--- src/rtl/wall_pattern_if.sv ---
// Consumer-facing bundle of the wall pattern generator: refill read port,
// pattern controls and status flags.
interface wall_pattern_if;
  logic       hold;
  logic [5:0] data_addr;
  logic [1:0] difficulty;
  logic       pat_force_en;
  logic [4:0] pat_force;
  logic [5:0] data;
  logic       primed;
  logic       underrun;

  modport master (
    output hold, data_addr, difficulty, pat_force_en, pat_force,
    input  data, primed, underrun
  );

  modport slave (
    input  hold, data_addr, difficulty, pat_force_en, pat_force,
    output data, primed, underrun
  );
endinterface

--- src/rtl/wall_pattern_gen.sv ---
// Double-banked procedural wall source: the front bank serves refill reads while an
// LFSR-driven emitter fills the back bank. Optional macro WALLGEN_MIRROR_EN adds mirroring.
module wall_pattern_gen #(
  parameter int unsigned WALL_THICK = 2,
  parameter int unsigned GAP_BASE   = 4,
  parameter int unsigned LEAD_IN    = 16,
  parameter logic [15:0] SEED       = 16'hACE1
) (
  input logic           clk,
  input logic           reset,
  wall_pattern_if.slave bus
);

  localparam logic [4:0] LEAD_LAST  = 5'(LEAD_IN - 1);
  localparam logic [4:0] WALL_LAST  = 5'(WALL_THICK - 1);
  localparam logic [4:0] PGAP_LAST  = 5'(GAP_BASE - 1);
  localparam logic [4:0] GAP_BASE_W = 5'(GAP_BASE);

  typedef enum logic [2:0] {
    ST_LEAD = 3'd0,
    ST_PICK = 3'd1,
    ST_WALL = 3'd2,
    ST_GAP  = 3'd3,
    ST_PGAP = 3'd4
  } state_e;

  function automatic logic [5:0] rotl6(input logic [5:0] x, input logic [2:0] r);
    logic [11:0] dbl;
    dbl = {x, x} << r;
    return dbl[11:6];
  endfunction

  function automatic logic [5:0] pat_mask(input logic [1:0] sel, input logic [2:0] k);
    logic [5:0] m;
    case (sel)
      2'd0:    m = 6'b111110;
      2'd1:    m = k[0] ? 6'b010101 : 6'b101010;
      2'd2:    m = rotl6(6'b000111, k);
      2'd3:    m = k[0] ? 6'b110111 : 6'b111110;
      default: m = 6'b000000;
    endcase
    return m;
  endfunction

  function automatic logic [2:0] last_step(input logic [1:0] sel);
    logic [2:0] s;
    case (sel)
      2'd0:    s = 3'd0;
      2'd1:    s = 3'd2;
      2'd2:    s = 3'd5;
      2'd3:    s = 3'd3;
      default: s = 3'd0;
    endcase
    return s;
  endfunction

  // Rotation field is 3 bits but only six rotations exist; 6 and 7 fold onto 0 and 1.
  function automatic logic [2:0] fold_rot(input logic [2:0] r);
    return (r >= 3'd6) ? (r - 3'd6) : r;
  endfunction

  state_e      state_q, state_d;
  logic [15:0] lfsr_q, lfsr_d;
  logic [4:0]  cnt_q, cnt_d;
  logic [4:0]  gap_len_q, gap_len_d;
  logic [2:0]  k_q, k_d;
  logic [1:0]  sel_q, sel_d;
  logic [2:0]  rot_q, rot_d;
  logic [5:0]  wp_q, wp_d;
  logic        back_full_q, back_full_d;
  logic        swap_pending_q, swap_pending_d;
  logic        primed_q, primed_d;
  logic        underrun_q, underrun_d;
  logic        front_q, front_d;
  logic        wr_en_d;
  logic [5:0]  wr_row_d;
  logic [5:0]  bank_q [2][64];

  logic [5:0]  mask_s;
  logic [4:0]  inter_gap_s;
  logic [4:0]  gap_now_s;
  logic        hit63_s;
  logic        swap_s;
  logic        back_sel_s;

`ifdef WALLGEN_MIRROR_EN
  logic mirror_q, mirror_d;

  function automatic logic [5:0] rev6(input logic [5:0] x);
    return {x[0], x[1], x[2], x[3], x[4], x[5]};
  endfunction

  // Mirror choice is latched once per pattern in PICK.
  always_comb begin
    mirror_d = mirror_q;
    if (!back_full_q && (state_q == ST_PICK)) begin
      mirror_d = lfsr_q[5] & ~bus.pat_force_en;
    end else begin
      mirror_d = mirror_q;
    end
  end

  // Mirror flag register.
  always_ff @(posedge clk) begin
    if (reset) begin
      mirror_q <= 1'b0;
    end else begin
      mirror_q <= mirror_d;
    end
  end

  assign mask_s = mirror_q ? rev6(pat_mask(sel_q, k_q)) : pat_mask(sel_q, k_q);
`else
  assign mask_s = pat_mask(sel_q, k_q);
`endif

  assign back_sel_s   = ~front_q;
  assign bus.data     = primed_q ? bank_q[front_q][bus.data_addr] : 6'd0;
  assign bus.primed   = primed_q;
  assign bus.underrun = underrun_q;

  // Emission FSM: one row per active cycle, frozen while the back bank is full.
  always_comb begin
    state_d     = state_q;
    cnt_d       = cnt_q;
    k_d         = k_q;
    sel_d       = sel_q;
    rot_d       = rot_q;
    gap_len_d   = gap_len_q;
    wr_en_d     = 1'b0;
    wr_row_d    = 6'd0;
    inter_gap_s = (GAP_BASE_W > {3'b000, bus.difficulty}) ?
                  (GAP_BASE_W - {3'b000, bus.difficulty}) : 5'd1;
    gap_now_s   = (cnt_q == 5'd0) ? inter_gap_s : gap_len_q;
    lfsr_d      = lfsr_q[0] ? ({1'b0, lfsr_q[15:1]} ^ 16'hB400) : {1'b0, lfsr_q[15:1]};
    if (!back_full_q) begin
      case (state_q)
        ST_LEAD: begin
          wr_en_d = 1'b1;
          if (cnt_q == LEAD_LAST) begin
            cnt_d   = 5'd0;
            state_d = ST_PICK;
          end else begin
            cnt_d = cnt_q + 5'd1;
          end
        end
        ST_PICK: begin
          if (bus.pat_force_en) begin
            sel_d = bus.pat_force[1:0];
            rot_d = fold_rot(bus.pat_force[4:2]);
          end else begin
            sel_d = lfsr_q[1:0];
            rot_d = fold_rot(lfsr_q[4:2]);
          end
          k_d     = 3'd0;
          cnt_d   = 5'd0;
          state_d = ST_WALL;
        end
        ST_WALL: begin
          wr_en_d  = 1'b1;
          wr_row_d = rotl6(mask_s, rot_q);
          if (cnt_q == WALL_LAST) begin
            cnt_d   = 5'd0;
            state_d = (k_q == last_step(sel_q)) ? ST_PGAP : ST_GAP;
          end else begin
            cnt_d = cnt_q + 5'd1;
          end
        end
        ST_GAP: begin
          wr_en_d   = 1'b1;
          gap_len_d = gap_now_s;
          if ((cnt_q + 5'd1) == gap_now_s) begin
            cnt_d   = 5'd0;
            k_d     = k_q + 3'd1;
            state_d = ST_WALL;
          end else begin
            cnt_d = cnt_q + 5'd1;
          end
        end
        ST_PGAP: begin
          wr_en_d = 1'b1;
          if (cnt_q == PGAP_LAST) begin
            cnt_d   = 5'd0;
            state_d = ST_PICK;
          end else begin
            cnt_d = cnt_q + 5'd1;
          end
        end
        default: begin
          cnt_d   = 5'd0;
          state_d = ST_LEAD;
        end
      endcase
    end else begin
      state_d = state_q;
    end
  end

  // Bank hand-over: a swap needs a full back bank; an early end-of-read is remembered.
  always_comb begin
    hit63_s        = bus.hold && (bus.data_addr == 6'd63);
    swap_s         = back_full_q && (!primed_q || swap_pending_q || hit63_s);
    front_d        = swap_s ? ~front_q : front_q;
    primed_d       = primed_q | swap_s;
    underrun_d     = underrun_q;
    swap_pending_d = swap_pending_q;
    wp_d           = wp_q;
    back_full_d    = back_full_q;
    if (swap_s) begin
      swap_pending_d = 1'b0;
      wp_d           = 6'd0;
      back_full_d    = 1'b0;
    end else if (primed_q && hit63_s && !back_full_q) begin
      underrun_d     = 1'b1;
      swap_pending_d = 1'b1;
      wp_d           = wr_en_d ? (wp_q + 6'd1) : wp_q;
      back_full_d    = wr_en_d && (wp_q == 6'd63);
    end else if (wr_en_d) begin
      wp_d        = wp_q + 6'd1;
      back_full_d = (wp_q == 6'd63);
    end else begin
      wp_d = wp_q;
    end
  end

  // State, control and bank storage.
  always_ff @(posedge clk) begin
    if (reset) begin
      state_q        <= ST_LEAD;
      lfsr_q         <= SEED;
      cnt_q          <= 5'd0;
      gap_len_q      <= 5'd0;
      k_q            <= 3'd0;
      sel_q          <= 2'd0;
      rot_q          <= 3'd0;
      wp_q           <= 6'd0;
      back_full_q    <= 1'b0;
      swap_pending_q <= 1'b0;
      primed_q       <= 1'b0;
      underrun_q     <= 1'b0;
      front_q        <= 1'b0;
      for (int i = 0; i < 64; i++) begin
        bank_q[0][i] <= 6'd0;
        bank_q[1][i] <= 6'd0;
      end
    end else begin
      state_q        <= state_d;
      lfsr_q         <= lfsr_d;
      cnt_q          <= cnt_d;
      gap_len_q      <= gap_len_d;
      k_q            <= k_d;
      sel_q          <= sel_d;
      rot_q          <= rot_d;
      wp_q           <= wp_d;
      back_full_q    <= back_full_d;
      swap_pending_q <= swap_pending_d;
      primed_q       <= primed_d;
      underrun_q     <= underrun_d;
      front_q        <= front_d;
      if (wr_en_d) begin
        bank_q[back_sel_s][wp_q] <= wr_row_d;
      end
    end
  end

endmodule

--- src/flat_wrapper.sv ---
// flat-port wrapper written by rule: the top's interface ports become plain ports
module wall_pattern_gen_flat 
#(
  parameter int unsigned WALL_THICK = 2,
  parameter int unsigned GAP_BASE   = 4,
  parameter int unsigned LEAD_IN    = 16,
  parameter logic [15:0] SEED       = 16'hACE1
)
  (clk, reset, bus_hold, bus_data_addr, bus_difficulty, bus_pat_force_en, bus_pat_force, bus_data, bus_primed, bus_underrun);
  wall_pattern_if bus_i ();
  input logic clk;
  input logic reset;
  input wire logic [$bits(bus_i.hold)-1:0] bus_hold;
  input wire logic [$bits(bus_i.data_addr)-1:0] bus_data_addr;
  input wire logic [$bits(bus_i.difficulty)-1:0] bus_difficulty;
  input wire logic [$bits(bus_i.pat_force_en)-1:0] bus_pat_force_en;
  input wire logic [$bits(bus_i.pat_force)-1:0] bus_pat_force;
  output wire logic [$bits(bus_i.data)-1:0] bus_data;
  output wire logic [$bits(bus_i.primed)-1:0] bus_primed;
  output wire logic [$bits(bus_i.underrun)-1:0] bus_underrun;
  assign bus_i.hold = bus_hold;
  assign bus_i.data_addr = bus_data_addr;
  assign bus_i.difficulty = bus_difficulty;
  assign bus_i.pat_force_en = bus_pat_force_en;
  assign bus_i.pat_force = bus_pat_force;
  assign bus_data = bus_i.data;
  assign bus_primed = bus_i.primed;
  assign bus_underrun = bus_i.underrun;
  wall_pattern_gen #(.WALL_THICK(WALL_THICK), .GAP_BASE(GAP_BASE), .LEAD_IN(LEAD_IN), .SEED(SEED)) u_core (.clk(clk), .reset(reset), .bus(bus_i));
endmodule
--- config.mk ---
export PLATFORM = sky130hd
export DESIGN_NAME = wall_pattern_gen_flat
export DESIGN_NICKNAME = d
export VERILOG_FILES = /design/src/rtl/wall_pattern_if.sv /design/src/rtl/wall_pattern_gen.sv /design/src/flat_wrapper.sv
export SDC_FILE = /design/constraint.sdc
export NUM_CORES = 1
export LEC_CHECK = 0
export CAP_MARGIN = 30
export CELL_PAD_IN_SITES_DETAIL_PLACEMENT = 0
export CELL_PAD_IN_SITES_GLOBAL_PLACEMENT = 1
export CORE_ASPECT_RATIO = 1.1
export CORE_MARGIN = 1
export CORE_UTILIZATION = 45
export DETAILED_ROUTE_END_ITERATION = 10
export PLACE_DENSITY_LB_ADDON = 0.25
export SETUP_SLACK_MARGIN = 0.4
export SLEW_MARGIN = 20
export SYNTH_ARGS = -nofsm -noshare
export SYNTH_HDL_FRONTEND = slang
export SYNTH_SLANG_ARGS = --single-unit
--- constraint.sdc ---
create_clock -name clk -period 2.7 [get_ports clk]
set_input_delay 0.405 -clock clk [delete_from_list [all_inputs] [get_ports clk]]
set_output_delay 0.405 -clock clk [all_outputs]
set_load 0.01 [all_outputs]
# Word level (Yosys, flattened, before mapping)
# Memories as Yosys holds them, arrays and structs flattened. A register that Yosys moved wholly into a read port is not among the register bits.
# Cells that the tools add are included.
# classes
addsub	6
magnitude_cmp	5
eq_ne	18
shift	2
n_mux	48
bitwise_logic	7
n_reduce_logical	23
# ops
operator	count
384-bit two-way mux	3
384-bit OR reduction	1
6-bit two-way mux	7
6-bit binary-select mux with 6-bit select	1
6-bit demux with 6-bit select	1
3-bit two-way mux	12
5-bit two-way mux	5
6-bit one-hot mux with 4 select lines	1
5-bit one-hot mux with 4 select lines	1
16-bit two-way mux	1
3-bit one-hot mux with 5 select lines	1
7-bit >= comparator, second input constant	2
6-bit inverter with 7-bit output	2
6-bit equality test, second input constant	2
3-bit one-hot mux with 4 select lines	1
12-bit by 3-bit << shifter with 12-bit output	1
9-bit by 3-bit << shifter with 12-bit output, first input constant	1
1-bit two-way mux	11
2-bit by 1-bit inequality test with 1-bit output, second input constant	4
7-bit by 1-bit < comparator with 1-bit output, second input constant	1
6-bit by 1-bit adder with 6-bit output, second input constant	1
3-bit by 2-bit equality test with 1-bit output, second input constant	2
3-bit >= comparator, second input constant	2
1-bit logical AND	6
30 further kinds	39
# totals
reg_bits	48
mem_bits_rw	768
input_bits	17
output_inout_bits	8
memories	1
# memory_table
memory	depth	width	rd	rd_clocked_by_memory_dff	write_ports	line	source
u_core.bank_q	2	384	1	1	2	wall_pattern_gen.sv:77	logic [5:0] bank_q [2][64];

# Logic depth before layout (Yosys ltp)
# depth
depth_word	9
ltp_mapped	10

# Worst setup path after synthesis
# OpenSTA, ideal clock, no wires.
# synth_timing
kind	input -> output
startpoint	input port bus_data_addr[1]
endpoint	output port bus_data[4]
t_arrival_ns	2.323
required_time_ns	2.295
slack_ns	-0.028
stages	8
cell_sequence	buf_2 > buf_2 > buf_2 > clkbuf_1 > mux4_2 > a21oi_1 > nand4_1 > o41a_1
# synth_between
elab_chain_len	5
# synth_lines
item	line	source
start: declaration	flat_wrapper.sv:14	input wire logic [$bits(bus_i.data_addr)-1:0] bus_data_addr;
6-bit inverter with 7-bit output (implied by the code)	wall_pattern_gen.sv:118	assign bus.data = primed_q ? bank_q[front_q][bus.data_addr] : 6'd0;
6-bit binary-select mux with 6-bit select	wall_pattern_gen.sv:118	
6-bit two-way mux (implied by the code) (2 in a row)	wall_pattern_gen.sv:118	
6-bit two-way mux	wall_pattern_gen.sv:118	
end: declaration	flat_wrapper.sv:18	output wire logic [$bits(bus_i.data)-1:0] bus_data;
# No other way between the ends. The select of a mux whose other input is x is not followed.

==> out/qor.txt <==
Layout area overhead: 33.9%
Fill count: 6170
Remaining antenna violation count: 0
Tot Pwr: 41.3 mW
CTS root buffer: clkbuf_16
Yosys warns: 0
Max Freq: 263 MHz
Setup_tns: -7410 ps
Worst setup margin: -1100 ps
Total of max-cap violations: 0
ANT cells: 0
Seq/Total Area, Yosys: 63.9%
Core area: 82300 sq um
Synth cell types: 73
Post-Syn Nets: 3018
Port Buf Inserts: 24
Top cell type's share of synthesized area: 61.3%
Net load switching power: 13.8 mW
Seq pwr share: 35.5%
Final hold vios: 0
Slew headroom: 34.4%
Initial Util: 45.7%
Synthesized instance count: 2990
Failing checks: setup timing
Design Area, Final: 50400 sq um
Ranking of synthesized cells by area: edfxtp_1 61%, mux4_2 8.7%, nor2_1 8.3%, nand2_1 4.3%, dfxtp_1 2.6%
Tcrit/Tclk final: 141%
Routed vias: 27.4k
Initial DRC Count: 3015
Async S/R FF share, synth: 0%
Switching Fraction: 33.4%
Synth area leader: edfxtp_1
Pre-Repair DR Iteration Count: 5
Worst Path Arrival: 3400 ps
Syn Std Cell Area: 37600 sq um
Layout cells sized above 1: 39.2%
H-tree depth: 3
Largest net degree at the start of global routing: 80
Int Pwr: 27.5 mW
Initial antenna violation count: 1
Worst Path Required: 2300 ps
Count leader, synth: nor2_1
Syn Area/Cell: 12.6 sq um
Clk buf depth: 3
Reg clk slew, reported paths: 70 ps
Setup CP Type: flip-flop to primary output
Final net count: 3399
Static leakage: 17.5 nW
Final Non-Filler Cells: 4503
Worst Tran Pin Value: 980 ps
Crit path launch type: flip-flop
Seq cells post-synth: 817
Crit path max fanout: 7
Die Wd: 278 um
Final core area utilization: 61.2%
Cts hold-fix bufs: 0
RSZ-0062 raised after global routing: yes
Clock Skew: 19.9 ps
Gr ovfl total: 0
Rows: 110
Worst vdd ir: 763 uV
Full die area: 84800 sq um
Total Wirelength: 125 mm
Vias per inst: 6.09
Post-synth EDFFs: 768
Combinational Power Share: 34.8%
Total power per unit cell area: 819 nW/um^2
Commonest cells in the netlist: 830 x nor2_1, 768 x edfxtp_1, 428 x nand2_1
Total track usage: 26.9%
Dpl cell area: 41300 sq um
Detailed placer's ending HPWL: 70.1 mm
Dpl cells: 4201
HP Class: input port to flip-flop
Clock power share: 29.7%
GP Congestion: 0.936
Crit end category: primary output
Slew Limit Fails: 0
Outcome: finished, violations left
Clock buffer count from CTS: 85
Clock sinks: 817
Wire length per cell: 27.9 um
Die Y: 305 um
Top Ports: 25
Clk_lat worst skew: 660 ps
Setup violators final: 35
CTS tree: built
Global-route wire length before repair: 168 mm
Crit path time final: 3800 ps
Post-synth top flop: edfxtp_1
Vias in the first global route: 26.3k
DRC: 0
-- registers in the layout (all words and copies together), names as in the netlist, named ones only --
signal	cells
u_core.back_full_q	1
u_core.bank_q	768
u_core.bus.primed	1
u_core.bus.underrun	1
u_core.cnt_q	5
u_core.front_q	1
u_core.gap_len_q	5
u_core.k_q	3
u_core.lfsr_q	16
u_core.rot_q	3
u_core.sel_q	2
u_core.state_q	3
u_core.swap_pending_q	1
u_core.wp_q	6
-- cells in the final DEF, fill, tap and decap left out, types with 8 or more instances in the layout --
cell	synthesis	routed
a22oi_1	35	30
clkinv_1	1	14
a31oi_1	9	8
xor2_1	9	9
a21oi_1	27	20
nor2_1	830	408
o22ai_1	13	10
buf_16	0	43
mux4_2	146	143
inv_1	22	19
nand3b_1	8	8
clkinv_2	0	16
o211ai_1	13	13
o21ai_0	16	15
nor3_1	26	24
nand2b_1	13	12
buf_12	0	88
xnor2_1	10	10
a2111oi_2	0	9
nor2b_1	28	26
nor2_4	0	349
dfxtp_1	49	42
a211oi_1	15	8
nor2_2	0	73
buf_6	26	11
clkdlybuf4s50_1	0	15
nand2_1	428	426
buf_4	35	312
mux2_2	48	48
clkbuf_16	0	117
o31a_1	8	8
bufinv_16	0	12
edfxtp_1	768	768
buf_8	1	9
nand4_1	13	13
mux2i_1	90	85
nand3_1	17	16
clkbuf_1	66	12
-- power groups by stage --
stage | registers [mW] | clock network (mW) | logic [mW]
finish | 14.6 | 12.3 | 14.4
global route | 14.7 | 12.8 | 14.6
CTS | 14.6 | 12.4 | 10.5
detailed placement | 14.9 | 0 | 6.35
global placement | 14.9 | 0 | 6.28
floorplan | 14.7 | 0 | 3.77
-- final timing paths --
check | endpoint | cells after the start | from | slack [ps]
min | u_core.bus.primed | 2 | reset | 410
max | bus_data[5] | 11 | flip-flop | -1100
max reg2reg | u_core.bank_q[0][305] | 9 | u_core.k_q[0] | -90
min reg2reg | u_core.lfsr_q[5] | 1 | u_core.lfsr_q[6] | 410
-- per-layer routing --
metal,share of wire (%),track usage (%),vias up
met5,0,0,-
met3,10,3.79,292
met4,3.9,9.48,0
li1,-,-,11654
met2,48,44.7,1624
met1,38,36.3,13850
-- final cells by class --
cell class	instances	area, sq um	share of cell area, %
Tap cell	1064	1330	2.64
Clock inverter	51	582	1.15
Multi-Input combinational cell	1930	15600	30.9
Inverter	23	93.8	0.186
Timing Repair Buffer	514	6460	12.8
Clock buffer	104	2300	4.57
Sequential cell	817	24100	47.7
-- worst max-delay path: stages, from the launching register on --
cell and delay (ps):
dfxtp_4 390, buf_12 140, buf_12 140, buf_12 140, mux4_2 530, nand2_1 90, o211ai_1 180, a221oi_4 320
a2111oi_2 70, buf_4 180, o31a_1 360, buf_2 170
-- logic make-up after synthesis --
| group | Yosys count | share of synthesized area (%) |
|---|---|---|
| flops | 817 | 63.9 |
| simple gates | 1412 | 15.2 |
| compound gates | 204 | 3.99 |
| mux | 284 | 12.6 |
| buf+inv | 243 | 3.58 |
| fa+ha+maj | 11 | 0.366 |
| xor+xnor | 19 | 0.442 |
-- per-stage QoR --
stage,hold slack (ps),setup WS (ps)
after floorplan,389,240
after global placement,398,-1010
after detailed placement,400,-1000
after CTS,367,-1100
after global routing,416,-1160
final,407,-1100
-- what timing repair did --
action                                  in CTS  in global routing
setup buffers                               46                 27
pin swaps                                  179                213
gates resized for setup                    411                614
gates cloned                                33                 41
endpoints found under the setup margin    1528               1561
(Power assumes the default switching activity.)
